[src/rtl/mips_harvard_avalon_bridge.sv]
// Bridges a Harvard-interface MIPS core onto one Avalon-MM bus: one instruction fetch,
// then at most one data access per core step, with the core held until both finish.
module mips_harvard_avalon_bridge #(
   parameter int SKIP_REFETCH = 1,
   parameter int WAIT_TIMEOUT = 255
) (
   input  logic        clk,
   input  logic        reset,
   input  logic        cpu_active,
   output logic        cpu_clk_enable,
   input  logic [31:0] cpu_instr_address,
   output logic [31:0] cpu_instr_readdata,
   input  logic [31:0] cpu_data_address,
   input  logic        cpu_data_read,
   input  logic        cpu_data_write,
   input  logic [31:0] cpu_data_writedata,
   output logic [31:0] cpu_data_readdata,
   output logic [31:0] avm_address,
   output logic        avm_read,
   output logic        avm_write,
   output logic [31:0] avm_writedata,
   output logic [3:0]  avm_byteenable,
   input  logic [31:0] avm_readdata,
   input  logic        avm_waitrequest,
   output logic        err_misaligned,
   output logic        err_timeout
);

   typedef enum logic [1:0] {
      IDLE    = 2'd0,
      IFETCH  = 2'd1,
      DACCESS = 2'd2,
      STEP    = 2'd3
   } state_t;

   // The abort fires in the cycle whose wait would bring the count up to WAIT_TIMEOUT.
   localparam logic [7:0] TIMEOUT_LAST = 8'(WAIT_TIMEOUT - 1);

   state_t      state;
   state_t      state_next;
   logic [7:0]  wait_cnt;
   logic [31:0] tag_addr;
   logic        tag_valid;
   logic        tag_hit;
   logic        data_req;
   logic        strobe;
   logic        bus_done;
   logic        bus_abort;
   logic        xfer_end;

   function automatic logic [31:0] word_align(input logic [31:0] addr);
      return {addr[31:2], 2'b00};
   endfunction

   assign data_req = cpu_data_read | cpu_data_write;
   assign tag_hit  = (SKIP_REFETCH != 0) && tag_valid && (tag_addr == cpu_instr_address);

   // Bus strobes follow the state directly; the core is stalled, so its address and
   // data inputs remain stable for as long as waitrequest holds the transfer.
   always_comb begin
      avm_address    = 32'h0;
      avm_read       = 1'b0;
      avm_write      = 1'b0;
      avm_writedata  = 32'h0;
      avm_byteenable = 4'b0000;
      case (state)
         IFETCH: begin
            avm_address    = word_align(cpu_instr_address);
            avm_read       = 1'b1;
            avm_byteenable = 4'b1111;
         end
         DACCESS: begin
            avm_address    = word_align(cpu_data_address);
            avm_byteenable = 4'b1111;
            if (cpu_data_write) begin
               avm_write     = 1'b1;
               avm_writedata = cpu_data_writedata;
            end else if (cpu_data_read) begin
               avm_read = 1'b1;
            end
         end
         default: begin
         end
      endcase
   end

   assign strobe    = avm_read | avm_write;
   assign bus_done  = strobe & ~avm_waitrequest;
   assign bus_abort = strobe & avm_waitrequest & (wait_cnt == TIMEOUT_LAST);
   assign xfer_end  = bus_done | bus_abort | ~strobe;

   assign cpu_clk_enable = (state == STEP);

   always_comb begin
      state_next = state;
      case (state)
         IDLE: begin
            if (cpu_active) begin
               if (tag_hit)
                  state_next = data_req ? DACCESS : STEP;
               else
                  state_next = IFETCH;
            end
         end
         IFETCH: begin
            if (xfer_end)
               state_next = data_req ? DACCESS : STEP;
         end
         DACCESS: begin
            if (xfer_end)
               state_next = STEP;
         end
         STEP:    state_next = IDLE;
         default: state_next = IDLE;
      endcase
   end

   always_ff @(posedge clk) begin
      if (reset)
         state <= IDLE;
      else
         state <= state_next;
   end

   // Counts consecutive stalled cycles of the current transfer only.
   always_ff @(posedge clk) begin
      if (reset)
         wait_cnt <= 8'h00;
      else if (strobe && avm_waitrequest && !bus_abort)
         wait_cnt <= wait_cnt + 8'h01;
      else
         wait_cnt <= 8'h00;
   end

   always_ff @(posedge clk) begin
      if (reset) begin
         cpu_instr_readdata <= 32'h0;
         tag_addr           <= 32'h0;
         tag_valid          <= 1'b0;
      end else if (state == IFETCH) begin
         if (bus_done) begin
            cpu_instr_readdata <= avm_readdata;
            tag_addr           <= cpu_instr_address;
            tag_valid          <= 1'b1;
         end else if (bus_abort) begin
            cpu_instr_readdata <= 32'h0;
            tag_valid          <= 1'b0;
         end
      end else if (state == DACCESS && avm_write) begin
         // A store may have overwritten the cached instruction word.
         tag_valid <= 1'b0;
      end
   end

   always_ff @(posedge clk) begin
      if (reset) begin
         cpu_data_readdata <= 32'h0;
      end else if (state == DACCESS && avm_read) begin
         if (bus_done)
            cpu_data_readdata <= avm_readdata;
         else if (bus_abort)
            cpu_data_readdata <= 32'h0;
      end
   end

   always_ff @(posedge clk) begin
      if (reset) begin
         err_misaligned <= 1'b0;
         err_timeout    <= 1'b0;
      end else begin
         if (state == DACCESS && data_req && cpu_data_address[1:0] != 2'b00)
            err_misaligned <= 1'b1;
         if (bus_abort)
            err_timeout <= 1'b1;
      end
   end

endmodule

[config.mk]
export PLATFORM = sky130hd
export DESIGN_NAME = mips_harvard_avalon_bridge
export DESIGN_NICKNAME = d
export VERILOG_FILES = /design/src/rtl/mips_harvard_avalon_bridge.sv
export SDC_FILE = /design/constraint.sdc
export NUM_CORES = 1
export LEC_CHECK = 0
export CORE_ASPECT_RATIO = 0.6
export CORE_MARGIN = 1.5
export CORE_UTILIZATION = 40
export DETAILED_ROUTE_END_ITERATION = 16
export HOLD_SLACK_MARGIN = 0.02
export PLACE_DENSITY_LB_ADDON = 0.08
export SKIP_LAST_GASP = 1
export SYNTH_ARGS = -nofsm -noshare
export SYNTH_HDL_FRONTEND = slang
export SYNTH_SLANG_ARGS = --single-unit
[constraint.sdc]
create_clock -name clk -period 2.22 [get_ports clk]
set_input_delay 0.222 -clock clk [delete_from_list [all_inputs] [get_ports clk]]
set_output_delay 0.222 -clock clk [all_outputs]
set_load 0.05 [all_outputs]
* After elaboration in Yosys (flattened, before gate mapping)
Index checks and enable logic that the tools add are counted.
** Cells by class
- Add/subtract/negate cells :: 1
- Equality and inequality tests :: 9
- Mux-type cells :: 21
- Bitwise operators :: 10
- Reduce and logical (&&, ||, !) cells :: 19
** Operators by type and width (number)
- two-way mux 32 bit :: 4
- one-hot mux 32 bit (2 select lines) :: 1
- == test 32 bit :: 1
- two-way mux 1 bit :: 9
- adder 8 x 1 -> 8 bit (second input constant) :: 1
- == test 8 bit (second input constant) :: 1
- two-way mux 2 bit :: 4
- one-hot mux 2 bit (4 select lines) :: 1
- AND reduction 2 bit :: 4
- logical AND 1 bit :: 7
- != test 2 bit (second input constant) :: 3
- nonzero test 2 bit :: 3
- == test 2 bit (second input constant) :: 2
- two-way mux 4 bit :: 1
- OR 1 bit :: 4
- OR reduction 2 bit :: 2
- AND 1 bit :: 3
- != test 3 bit (second input constant) :: 1
- NOT 1 bit :: 3
- AND reduction 3 bit :: 1
- == test 2 x 1 -> 1 bit (second input constant) :: 1
- logical NOT 2 bit :: 1
- one-hot mux 1 bit (2 select lines) :: 1
- logical NOT 1 bit :: 1
** Storage, ports and cells
- Flip-flop bits (word level) :: 109
- Bits of input ports :: 134
- Output and inout bits :: 137
- Word-level logic and storage cells :: 68

* Depth between registers and ports, before layout
- Depth in word-level cells :: 10
- Mapped depth :: 9
- Mapped depth without buffers :: 7

* Worst setup path after synthesis
No wires, ideal clock.
- Kind :: reg2reg
- Start point :: register state[0]
- End point :: register cpu_data_readdata[10]
- Library setup time :: 0.066 ns
- Arrival time :: 2.381 ns
- Required time :: 2.154 ns
- Setup slack :: -0.226 ns
- Stages on the path, launching flop included :: 9
- Path buffers :: 2
- Clock period less this slack :: 2.446 ns
- Cell sequence :: dfxtp_1 -> inv_1 -> ha_1 -> o21a_1 -> and3b_1 -> buf_2 -> buf_6 -> a22oi_1 -> nor2_1
** On the way
- Cells in the longest elaborated chain, start to end :: 7
- Elaborated cells between the ends (all ways) :: 12
- Classes of those cells :: 2 x eq/ne; 3 x mux; 4 x bitwise; 3 x reduce/logical
** Ends and longest elaborated chain
- from (decl) :: RTL line 39 : state_t state;
- from (signal assigned) :: RTL line 122 : state <= state_next;
- == test 2 bit / == test 2 x 1 -> 1 bit (equally long branches) :: RTL line 66 : case (state)
- one-hot mux 1 bit (2 select lines) (*) :: RTL line 66
- via avm_read :: RTL line 19 : output logic avm_read,
- OR 1 bit :: RTL line 87 : assign strobe = avm_read | avm_write;
- AND 1 bit (2 in a row) :: RTL line 89 : assign bus_abort = strobe & avm_waitrequest & (wait_cnt == TIMEOUT_LAST);
- nonzero test 2 bit (no line)
- AND reduction 2 bit (no line)
- to (signal assigned) :: RTL line 160 : cpu_data_readdata <= avm_readdata;
- to (decl) :: RTL line 17 : output logic [31:0] cpu_data_readdata,
The timed path passes the listed nets; every way through them passes the cells marked *.
A chain may end at the register's enable or synchronous reset.

* Worst setup path after layout
- Start point :: register state[0]
- End point :: output port avm_address[15]
** On the way
- Cells in the longest elaborated chain, start to end :: 2
- Elaborated cells between the ends (all ways) :: 3
- Classes of those cells :: 2 x eq/ne; 1 x mux
** Ends and longest elaborated chain
- == test 2 bit / == test 2 x 1 -> 1 bit (equally long branches) :: RTL line 66
- one-hot mux 32 bit (2 select lines) (*) :: RTL line 66
- to (decl) :: RTL line 18 : output logic [31:0] avm_address,
Every way passes the cells marked *; elsewhere a longest branch is shown, timed or not.

==> impl_metrics.env <==
export IMPL_gp_congestion=0.785
export IMPL_cap_viol_max_count=0
export IMPL_grt_remaining_overflow=0
export IMPL_ant_nets=0
export IMPL_core_area_sq_mm=0.0129
export IMPL_startpoint_type="register"
export IMPL_hpwl_um=13200
export IMPL_holdCritStartpoint="reset"
export IMPL_fmax_mhz=464
export IMPL_cts_tree="done"
export IMPL_ys_ff_latch=109
export IMPL_power_uw=8460
export IMPL_drtIter0Drc=305
export IMPL_io_buffers=268
export IMPL_yosys_most_used_dff="dfxtp_1"
export IMPL_cts_sinks=109
export IMPL_die_y_um=92.4
export IMPL_ctsHoldBuffers=0
export IMPL_rsz0062_at_grt="true"
export IMPL_powerDensity_mw_per_mm2=920
export IMPL_finalNetCount=987
export IMPL_p_leak_uw=0.00342
export IMPL_crit_slowest_cell="dfxtp_1"
export IMPL_yosysTopAreaCellShare_pct=40.9
export IMPL_ys_types=45
export IMPL_fillers=969
export IMPL_worstPathMaxFanout=28
export IMPL_max_stage_delay_ps=310
export IMPL_whs_endpoint="cpu_data_readdata[5]$_SDFFE_PP0P_"
export IMPL_area_delta_synth_final_pct=72.4
export IMPL_layout_drive_gt1_share_pct=22.7
export IMPL_first_pass_iters=5
export IMPL_die_area_sq_mm=0.0141
export IMPL_antenna_found_initial=0
export IMPL_synth_most_common_cell="dfxtp_1"
export IMPL_r2r_end="cpu_data_readdata[25]$_SDFFE_PP0P_"
export IMPL_routed_wl_um=17500
export IMPL_ir_drop_v=0.000518
export IMPL_vias_per_cell=5.21
export IMPL_post_route_util_pct=71.1
export IMPL_clk_latency_ps=350
export IMPL_worstPathRequired_ps=2000
export IMPL_endpoint_kind="output pin"
export IMPL_setup_worst_path_class="reg -> out"
export IMPL_period_minus_slack_ps=2150
export IMPL_min_path_cells=2
export IMPL_arrival_ps=1930
export IMPL_vias=5318
export IMPL_start_util_pct=41.2
export IMPL_worstMarginPinSlew_ps=684
export IMPL_syn_instance_count=597
export IMPL_die_w_um=152
export IMPL_pre_cts_slack_ps=-272
export IMPL_finalCritPeriodShare_pct=97.0
export IMPL_ys_seq_area_share_pct=40.9
export IMPL_route_detailed_drc=0
export IMPL_netlist_top_cells_count="109 x dfxtp_1, 66 x nand2_1, 64 x a22oi_1"
export IMPL_grt_max_degree=60
export IMPL_syn_cell_area_sq_mm=0.00533
export IMPL_async_flop_share_pct=0
export IMPL_cts_path_max_buffers=2
export IMPL_hold_class="in -> reg"
export IMPL_hold_viol=0
export IMPL_grt_pass1_vias=5313
export IMPL_finalWorstSetupSlack_ps=66.3
export IMPL_synth_area_leader_cell="dfxtp_1"
export IMPL_synth_enable_flop_cells=0
export IMPL_avgSynthCellArea_sq_um=8.93
export IMPL_track_usage_pct=24.2
export IMPL_clk_pin_slew_ps=80
export IMPL_path_cells="inv_1, ha_2, buf_4, buf_16, a22oi_1, nor2b_1, buf_12"
export IMPL_h_tree_depth=3
export IMPL_r2r_slack_ps=80
export IMPL_finalSetupViolCount=0
export IMPL_yosys_warnings=0
export IMPL_row_count=32
export IMPL_status="finished, final reports clean"
export IMPL_clock_skew_ps=8.98
export IMPL_wire_per_inst_um=17.2
export IMPL_timing_rr_start="state[0]$_SDFFE_PP0P_"
export IMPL_slew_viol_final=0
export IMPL_cts_buffers=9
export IMPL_grt_pass1_wl_um=27500
export IMPL_boundaryPins=271
export IMPL_clockRootBuffer="clkbuf_16"
export IMPL_num_antenna_cells=0
export IMPL_r2r_cells=9
export IMPL_synthTopCellsByArea="dfxtp_1 41%, a22oi_1 9.0%, a22oi_2 7.0%"
export IMPL_max_slew_margin_pct=54.4
-- power breakdown --
group          internal [uW]  leakage [uW]  switching (uW)
logic                   2110       0.00240            2560
clock network            802      0.000144             807
registers               2100      0.000881            92.0
-- worst max-delay path by stage --
stage,end,from,slack [ps]
finish,avm_address[15],state[0]$_SDFFE_PP0P_,70
global route,avm_address[15],state[0]$_SDFFE_PP0P_,-3
CTS,avm_address[28],state[0]$_SDFFE_PP0P_,-30
detailed placement,cpu_instr_readdata[1]$_SDFFE_PP0P_,cpu_data_write,-270
global placement,cpu_instr_readdata[1]$_SDFFE_PP0P_,cpu_data_write,-240
floorplan,avm_address[10],state[1]$_SDFFE_PP0P_,2
-- repair_timing --
item / 4_1_cts / 5_1_grt
pin swaps: 2 / 2
endpoints found under the setup margin: 95 / 78
resized for setup: 4 / 13
buffers inserted: 0 / 2
endpoints found under the hold margin: 0 / 0
cloned: 1 / 1
-- logic make-up (layout without fill, tap and decap cells) --
logic type                 Yosys count  in the layout  share of synthesized area, %
xor gates and xnor gates            36             36                          5.91
other                                1              2                        0.0703
AOI/OAI and AO/OA                  142            142                          21.7
DFF                                109            109                          40.9
buffers and inverters               62            314                          6.54
and+or+nand+nor                    240            241                          23.2
adders and majority gates            7              7                          1.64
-- area by class of cell --
cell class                 instances  area (sq um)  share of cell area, %
clock inverter                     7          77.6                  0.844
timing repair buffer             292          3620                   39.4
clock buffer                       9           225                   2.45
tap                              170           213                   2.31
multi-input combinational        428          2850                   31.0
inverter                           6          22.5                  0.245
sequential                       109          2180                   23.7
-- cells in the final DEF (no fill, tap or decap), types with 10 or more instances in the layout --
master and instances:
nor2_1 52, a21oi_1 34, xor2_1 33, buf_4 19, and3_1 33, dfxtp_1 109, nand2_1 66, clkbuf_16 10
a22oi_1 64, nor2b_1 21, a22oi_2 30, nor2_2 30, nor2b_2 10, clkdlybuf4s50_1 199, buf_12 71
-- flip-flops by register name (all words and copies together) (netlist names) --
register            flops
tag_addr               32
err_timeout             1
state                   2
cpu_data_readdata      32
tag_valid               1
wait_cnt                8
cpu_instr_readdata     32
err_misaligned          1
-- through the flow --
stage	TNS [ps]	instance area, sq um	hold WS (ps)	cells
floorplan	0	5340	330	598
global route	-2.94	9200	415	1021
CTS	-226	9110	394	1018
detailed placement	-7370	8790	449	1001
finish	0	9200	409	1021
global placement	-6270	8790	438	1001
-- per-layer routing --
metal	part of all wire (%)	up-vias	GRT usage [%]	routed length, um
met5	0	-	0	0
met4	0.93	0	5.10	163
met2	50	168	42.6	8760
li1	-	2557	-	-
met1	42	2581	28.9	7420
met3	6.9	12	7.86	1210
-- critical path: cells and delay by family (launching register included) --
kind | cells | cell delay, ps
AO/OA/AOI/OAI | 1 | 80
buffers and inverters | 4 | 740
adder cells (fa/ha/maj) | 1 | 200
AND/OR/NAND/NOR | 1 | 230
flip-flops | 1 | 310
Power figures use the tool's default switching activity.
